==> src/rtl/calc_pkg.sv <==
// calc_pkg: opcode and FSM state types shared by the calculator core and its bench
package calc_pkg;
  typedef enum logic [2:0] {OP_ADD, OP_SUB, OP_MUL, OP_DIV, OP_AND, OP_OR, OP_XOR, OP_PASS} op_e;
  typedef enum logic [1:0] {ST_IDLE, ST_EXEC, ST_DONE} state_e;
endpackage

==> src/rtl/calc_seq_core_if.sv <==
// calc_seq_core_if: start/operand/opcode request and result/flag/handshake bus; master drives requests, slave is the core
interface calc_seq_core_if #(parameter int width = 8);
  logic                 start_i;
  logic [width-1:0]     a_i;
  logic [width-1:0]     b_i;
  logic [2:0]           fct_i;
  logic [2*width-1:0]   s_o;
  logic                 signal_o;
  logic                 err_o;
  logic                 busy_o;
  logic                 done_o;
  modport master (output start_i, a_i, b_i, fct_i, input s_o, signal_o, err_o, busy_o, done_o);
  modport slave  (input start_i, a_i, b_i, fct_i, output s_o, signal_o, err_o, busy_o, done_o);
endinterface

==> src/rtl/seq_muldiv.sv <==
// seq_muldiv: iterative shift-add multiplier / restoring divider; load_i captures a_i,b_i, step_i runs one iteration, result_o is the post-step value (mode_i=1 divide)
module seq_muldiv #(
  parameter int width = 8
) (
  input  logic                 clock_i,
  input  logic                 reset_i,
  input  logic                 load_i,
  input  logic                 step_i,
  input  logic                 mode_i,
  input  logic [width-1:0]     a_i,
  input  logic [width-1:0]     b_i,
  output logic [2*width-1:0]   result_o
);
  logic [2*width-1:0] mcand_q, acc_q, acc_d;
  logic [width-1:0]   mplier_q, rem_q, quo_q, dvs_q, rem_d, quo_d;
  logic [width:0]     t;
  logic               ge;
  always_comb begin
    acc_d    = acc_q + (mplier_q[0] ? mcand_q : '0);
    t        = {rem_q, quo_q[width-1]};
    ge       = t >= {1'b0, dvs_q};
    rem_d    = ge ? t[width-1:0] - dvs_q : t[width-1:0];
    quo_d    = {quo_q[width-2:0], ge};
    result_o = mode_i ? {rem_d, quo_d} : acc_d;
  end
  always_ff @(posedge clock_i) begin
    if (reset_i) begin
      mcand_q  <= '0;
      acc_q    <= '0;
      mplier_q <= '0;
      rem_q    <= '0;
      quo_q    <= '0;
      dvs_q    <= '0;
    end else if (load_i) begin
      mcand_q  <= {{width{1'b0}}, a_i};
      acc_q    <= '0;
      mplier_q <= b_i;
      rem_q    <= '0;
      quo_q    <= a_i;
      dvs_q    <= b_i;
    end else if (step_i) begin
      if (mode_i) begin
        rem_q <= rem_d;
        quo_q <= quo_d;
      end else begin
        acc_q    <= acc_d;
        mcand_q  <= mcand_q << 1;
        mplier_q <= mplier_q >> 1;
      end
    end
  end
endmodule

==> src/rtl/calc_seq_core.sv <==
// calc_seq_core: handshaked calculator (clock_i, reset_i, bus: start/a/b/fct in, s/signal/err/busy/done out) with IDLE/EXEC/DONE FSM
module calc_seq_core
  import calc_pkg::*;
#(
  parameter int width = 8
) (
  input logic             clock_i,
  input logic             reset_i,
  calc_seq_core_if.slave  bus
);
  localparam int CNT_W = $clog2(width) + 1;
  state_e               state_q;
  op_e                  op_q, op_i;
  logic [width-1:0]     a_q, b_q;
  logic [CNT_W-1:0]     cnt_q;
  logic [2*width-1:0]   s_q, res_d, md_res;
  logic                 sig_q, err_q, busy_q, done_q, load, long_op, sig_d, err_d;
  assign op_i    = op_e'(bus.fct_i);
  assign load    = (state_q != ST_EXEC) && bus.start_i;
  assign long_op = (op_i == OP_MUL) || (op_i == OP_DIV && bus.b_i != '0);
  seq_muldiv #(.width(width)) u_md (
    .clock_i  (clock_i),
    .reset_i  (reset_i),
    .load_i   (load),
    .step_i   (state_q == ST_EXEC),
    .mode_i   (op_q == OP_DIV),
    .a_i      (bus.a_i),
    .b_i      (bus.b_i),
    .result_o (md_res)
  );
  always_comb begin
    res_d = '0;
    case (op_q)
      OP_ADD:  res_d = {{width{1'b0}}, a_q} + {{width{1'b0}}, b_q};
      OP_SUB:  res_d = {{width{1'b0}}, a_q} - {{width{1'b0}}, b_q};
      OP_MUL:  res_d = md_res;
      OP_DIV:  res_d = (b_q == '0) ? '1 : md_res;
      OP_AND:  res_d = {{width{1'b0}}, a_q & b_q};
      OP_OR:   res_d = {{width{1'b0}}, a_q | b_q};
      OP_XOR:  res_d = {{width{1'b0}}, a_q ^ b_q};
      OP_PASS: res_d = {{width{1'b0}}, a_q};
    endcase
    sig_d = (op_q == OP_SUB) && (a_q < b_q);
    err_d = (op_q == OP_DIV) && (b_q == '0);
  end
  always_ff @(posedge clock_i) begin
    if (reset_i) begin
      state_q <= ST_IDLE;
      op_q    <= OP_ADD;
      a_q     <= '0;
      b_q     <= '0;
      cnt_q   <= '0;
      s_q     <= '0;
      sig_q   <= 1'b0;
      err_q   <= 1'b0;
      busy_q  <= 1'b0;
      done_q  <= 1'b0;
    end else begin
      case (state_q)
        ST_EXEC: begin
          if (cnt_q == '0) begin
            state_q <= ST_DONE;
            s_q     <= res_d;
            sig_q   <= sig_d;
            err_q   <= err_d;
            busy_q  <= 1'b0;
            done_q  <= 1'b1;
          end else begin
            cnt_q <= cnt_q - CNT_W'(1);
          end
        end
        default: begin
          if (bus.start_i) begin
            state_q <= ST_EXEC;
            op_q    <= op_i;
            a_q     <= bus.a_i;
            b_q     <= bus.b_i;
            cnt_q   <= long_op ? CNT_W'(width - 1) : '0;
            s_q     <= '0;
            sig_q   <= 1'b0;
            err_q   <= 1'b0;
            busy_q  <= 1'b1;
            done_q  <= 1'b0;
          end else begin
            state_q <= ST_IDLE;
            busy_q  <= 1'b0;
            done_q  <= 1'b0;
          end
        end
      endcase
    end
  end
  assign bus.s_o      = s_q;
  assign bus.signal_o = sig_q;
  assign bus.err_o    = err_q;
  assign bus.busy_o   = busy_q;
  assign bus.done_o   = done_q;
endmodule

==> src/flat_wrapper.sv <==
// flat-port wrapper written by rule: the top's interface ports become plain ports
module calc_seq_core_flat import calc_pkg::*;
#(
  parameter int width = 8
)
  (clock_i, reset_i, bus_start_i, bus_a_i, bus_b_i, bus_fct_i, bus_s_o, bus_signal_o, bus_err_o, bus_busy_o, bus_done_o);
  calc_seq_core_if #(.width(width)) bus_i ();
  input logic clock_i;
  input logic reset_i;
  input wire logic [$bits(bus_i.start_i)-1:0] bus_start_i;
  input wire logic [$bits(bus_i.a_i)-1:0] bus_a_i;
  input wire logic [$bits(bus_i.b_i)-1:0] bus_b_i;
  input wire logic [$bits(bus_i.fct_i)-1:0] bus_fct_i;
  output wire logic [$bits(bus_i.s_o)-1:0] bus_s_o;
  output wire logic [$bits(bus_i.signal_o)-1:0] bus_signal_o;
  output wire logic [$bits(bus_i.err_o)-1:0] bus_err_o;
  output wire logic [$bits(bus_i.busy_o)-1:0] bus_busy_o;
  output wire logic [$bits(bus_i.done_o)-1:0] bus_done_o;
  assign bus_i.start_i = bus_start_i;
  assign bus_i.a_i = bus_a_i;
  assign bus_i.b_i = bus_b_i;
  assign bus_i.fct_i = bus_fct_i;
  assign bus_s_o = bus_i.s_o;
  assign bus_signal_o = bus_i.signal_o;
  assign bus_err_o = bus_i.err_o;
  assign bus_busy_o = bus_i.busy_o;
  assign bus_done_o = bus_i.done_o;
  calc_seq_core #(.width(width)) u_core (.clock_i(clock_i), .reset_i(reset_i), .bus(bus_i));
endmodule
==> config.mk <==
export PLATFORM = sky130hd
export DESIGN_NAME = calc_seq_core_flat
export DESIGN_NICKNAME = d
export VERILOG_FILES = /design/src/rtl/calc_pkg.sv /design/src/rtl/calc_seq_core_if.sv /design/src/rtl/seq_muldiv.sv /design/src/rtl/calc_seq_core.sv /design/src/flat_wrapper.sv
export SDC_FILE = /design/constraint.sdc
export NUM_CORES = 1
export LEC_CHECK = 0
export CAP_MARGIN = 20
export CORE_ASPECT_RATIO = 1.2
export CORE_MARGIN = 10
export CORE_UTILIZATION = 55
export DETAILED_ROUTE_END_ITERATION = 6
export DONT_BUFFER_PORTS = 1
export PLACE_DENSITY = 0.69
export SYNTH_ARGS = -nofsm -noshare
export SYNTH_HDL_FRONTEND = slang
export SYNTH_SLANG_ARGS = --single-unit
==> constraint.sdc <==
create_clock -name clock_i -period 3 [get_ports clock_i]
set_input_delay 0.45 -clock clock_i [delete_from_list [all_inputs] [get_ports clock_i]]
set_output_delay 0.45 -clock clock_i [all_outputs]
set_load 0.05 [all_outputs]
==> results.py, run 1 <==
metrics = {
    "run_status": {
        "status": "finished clean",
    },
    "detailed_routing": {
        "drt_pass1_iterations": 5,
        "via_per_inst": 6.17,
        "ant_nets": 0,
        "detailroute.via_count": 5893,
        "drt_drc_violations_left": 0,
        "wl_per_cell_um": 20.3,
        "finalWirelength_um": 19400,
        "drt_first_iter_violations": 505,
    },
    "timing": {
        "setup_viol": 0,
        "period_share_pct": 86.7,
        "rsz0062_at_grt": "false",
        "max_slew_margin_pct": 53.7,
        "tns_ns": 0,
        "fin_skew_ns": 0.0138,
        "tightest_slew_ns": 0.687,
        "drv_slew": 0,
        "hold_viol": 0,
        "layout_min_cycle_time_ns": 2.60,
        "setup_ws_ns": 0.398,
        "fmax_ghz": 0.384,
    },
    "clock_network": {
        "clk_pin_slew_ns": 0.07,
        "cts_buffers": 9,
        "root_buffer": "clkbuf_16",
        "cts.sinks": 100,
        "clk_path_buf_depth": 2,
        "h-tree-depth": 3,
        "tritoncts": "done",
        "worstSkewPairLatency_ns": 0.37,
        "holdBufCountCts": 0,
    },
    "floorplan": {
        "die-width_um": 118,
        "start_util_pct": 56.9,
        "core_um2": 11100,
        "dieHeight_um": 138,
        "dieArea_um2": 16200,
        "rows": 42,
        "pin_count": 42,
    },
    "power": {
        "vdd_drop_max_mv": 0.435,
        "powerDensity_nw_per_um2": 528,
        "p_leak_nw": 2.74,
    },
    "synth": {
        "syn_nets": 876,
        "synth_area_leader_cell": "dfxtp_1",
        "synthTopCellsByCount": "100 x dfxtp_1, 98 x nand2_1, 80 x nor2_1, 73 x a21oi_1",
        "synth_edf_count": 0,
        "ys.flop_type": "dfxtp_1",
        "synth.avg_cell_area_um2": 7.91,
        "post-synth-top-area-fraction_pct": 31.6,
        "ys_warn_count": 0,
        "ys_seq_elements": 100,
        "async_flop_share_pct": 0,
        "syn_inst": 802,
        "syn_area_um2": 6340,
        "synth.most_common_cell": "dfxtp_1",
        "ys_seq_area_share_pct": 31.6,
        "ys_types": 69,
        "synth_area_leaders": "dfxtp_1 32%, ha_1 9.5%, nand2_1 5.8%, a21oi_1 5.8%, nor2_1 4.7%",
    },
    "global_route": {
        "grtUsageTotal_pct": 24.1,
        "grt_pass1_wl_um": 30800,
        "grt_max_degree": 73,
        "grt_pass1_vias": 5734,
        "globalRoute.totalOverflow": 0,
        "antenna_found_initial": 0,
    },
    "critical_path": {
        "path_cells": "inv_1 -> ha_1 -> or2_1 -> a31oi_1 -> a211oi_2 -> nor2_4 -> mux2_2 -> o221ai_1 -> a211oi_1",
        "cp.arrival_ns": 2.85,
        "criticalPathCategory": "flip-flop to flip-flop",
        "max_stage_delay_ns": 0.41,
        "crit_fanout": 7,
        "endpoint_kind": "flip-flop",
        "required_ns": 3.25,
        "critPathLaunchType": "flip-flop",
        "crit_path_top_delay_cell": "mux2_2",
    },
    "cells_and_area": {
        "n_fill_cell": 1056,
        "drive_gt1_share_pct": 8.86,
        "ff_latch_area_um2": 2000,
        "multi_input_area_um2": 3990,
        "finalNetCount": 870,
        "antenna_cells": 0,
        "area_growth_pct": 8.11,
    },
    "place": {
        "place_congestion": 1.02,
        "dp_hpwl_um": 15100,
        "place.port_buffers": 0,
        "pre_cts_slack_ns": 0.244,
    },
    "flow_run": {
        "max-cap-violations": 0,
    },
    "hold_path": {
        "min_path_type": "input pin to flip-flop",
    },
}
[final timing paths]
kind                                 startpoint                            endpoint  slack (ns)  depth (start not counted)
max reg2reg   u_core.u_md.dvs_q[4]$_SDFFE_PP0P_     u_core.bus.s_o[11]$_SDFFE_PP0P_        0.40                          9
max           u_core.u_md.dvs_q[4]$_SDFFE_PP0P_     u_core.bus.s_o[11]$_SDFFE_PP0P_        0.40                          9
min                                     reset_i          u_core.a_q[6]$_SDFFE_PP0P_        0.16                          1
min reg2reg  u_core.u_md.acc_q[12]$_SDFFE_PP0P_  u_core.u_md.acc_q[12]$_SDFFE_PP0P_        0.48                          2
[cell type report]
cell class / count / area share [%]
Inverter: 44 / 2.41
Clock inverter: 7 / 1.19
Timing Repair Buffer: 26 / 2.85
Multi-Input combinational cell: 615 / 58.2
Clock buffer: 9 / 3.28
Tap cell: 154 / 2.81
Sequential cell: 100 / 29.2
[power breakdown]
group	total, mW	switching (mW)	internal, mW
sequential	1.52	0.115	1.41
clock	1.19	0.591	0.595
combinational	0.908	0.572	0.336
total	3.62	1.28	2.34
[cell families after synthesis]
group / synth area share (%)
AOI/OAI and AO/OA: 24.0
xor gates and xnor gates: 4.00
adders and majority gates: 10.7
buffers and inverters: 5.46
DFF: 31.6
muxes: 2.88
and+or+nand+nor: 21.3
[sequential cells by signal (all words and copies together), names as in the netlist]
register / flops
u_core.bus.s_o: 16
u_core.u_md.acc_q: 16
u_core.u_md.mcand_q: 16
u_core.a_q: 8
u_core.u_md.dvs_q: 8
u_core.u_md.mplier_q: 8
u_core.u_md.quo_q: 8
u_core.u_md.rem_q: 8
u_core.cnt_q: 4
u_core.op_q: 3
u_core.state_q: 2
u_core.bus.done_o: 1
u_core.bus.err_o: 1
u_core.bus.signal_o: 1
[critical path: cells and delay by family, from the launching register on]
kind	cells	cell delay, ns
AO/OA/AOI/OAI	4	0.65
adder cells (fa/ha/maj)	1	0.35
buffers and inverters	1	0.14
flip-flops	1	0.39
multiplexers	1	0.41
AND/OR/NAND/NOR	2	0.54
[cell usage in the layout, fill, tap and decap left out, types with 5 or more instances in the layout]
master | synthesis | final
and2_1 | 15 | 15
a21o_1 | 6 | 6
a22o_1 | 20 | 20
or3_1 | 7 | 7
inv_1 | 43 | 43
nor4_1 | 14 | 14
nor2_1 | 80 | 80
xor2_1 | 11 | 11
a211oi_1 | 5 | 5
a22oi_1 | 6 | 6
a31oi_1 | 12 | 12
buf_4 | 0 | 26
ha_1 | 48 | 48
nor2b_1 | 9 | 9
o21ai_0 | 48 | 48
clkbuf_16 | 0 | 9
dfxtp_1 | 100 | 99
mux2i_1 | 7 | 7
o31ai_1 | 6 | 6
o221ai_1 | 7 | 7
nor3b_1 | 5 | 5
xnor2_1 | 18 | 18
nand2b_1 | 10 | 10
a21oi_1 | 73 | 73
nand4_1 | 5 | 5
o21a_1 | 6 | 6
nand3_1 | 11 | 11
nand2_1 | 98 | 98
nor3_1 | 14 | 14
[metrics by stage]
stage | hold WS (ns) | utilization [%] | instance area, um^2 | cells | power (mW)
after floorplan | 0.432 | - | 6340 | 802 | 2.17
after global placement | 0.449 | 58.8 | 6550 | 939 | 2.42
after detailed placement | 0.460 | 58.8 | 6550 | 939 | 2.44
after CTS | 0.145 | 61.5 | 6860 | 955 | 3.61
after global routing | 0.152 | 61.5 | 6860 | 955 | 3.77
final | 0.163 | 61.5 | 6860 | 955 | 3.62
[repair_timing]
action | in CTS | in global routing
setup buffers | 0 | 0
setup endpoints to repair | 0 | 3
resized for setup | 0 | 1
[routing by layer]
metal / share of wire [%] / track usage, % / vias up / wire length (um)
met3: 6.8 / 5.00 / 39 / 1330
met5: 0 / 0 / - / 0
met4: 3.6 / 12.1 / 0 / 699
met1: 42 / 28.2 / 2818 / 8110
li1: - / - / 2841 / -
met2: 48 / 41.2 / 195 / 9280
Note: power is estimated with default switching activity, not from simulation.
==> run 2: changes to the inputs <==
--- a/config.mk
+++ b/config.mk
@@ -12,6 +12,7 @@
 export DETAILED_ROUTE_END_ITERATION = 6
 export DONT_BUFFER_PORTS = 1
 export PLACE_DENSITY = 0.69
+export SLEW_MARGIN = 20
 export SYNTH_ARGS = -nofsm -noshare
 export SYNTH_HDL_FRONTEND = slang
 export SYNTH_SLANG_ARGS = --single-unit
==> results of run 2 <==
No change in the layout: final DEF, timing and power equal those of run 1.
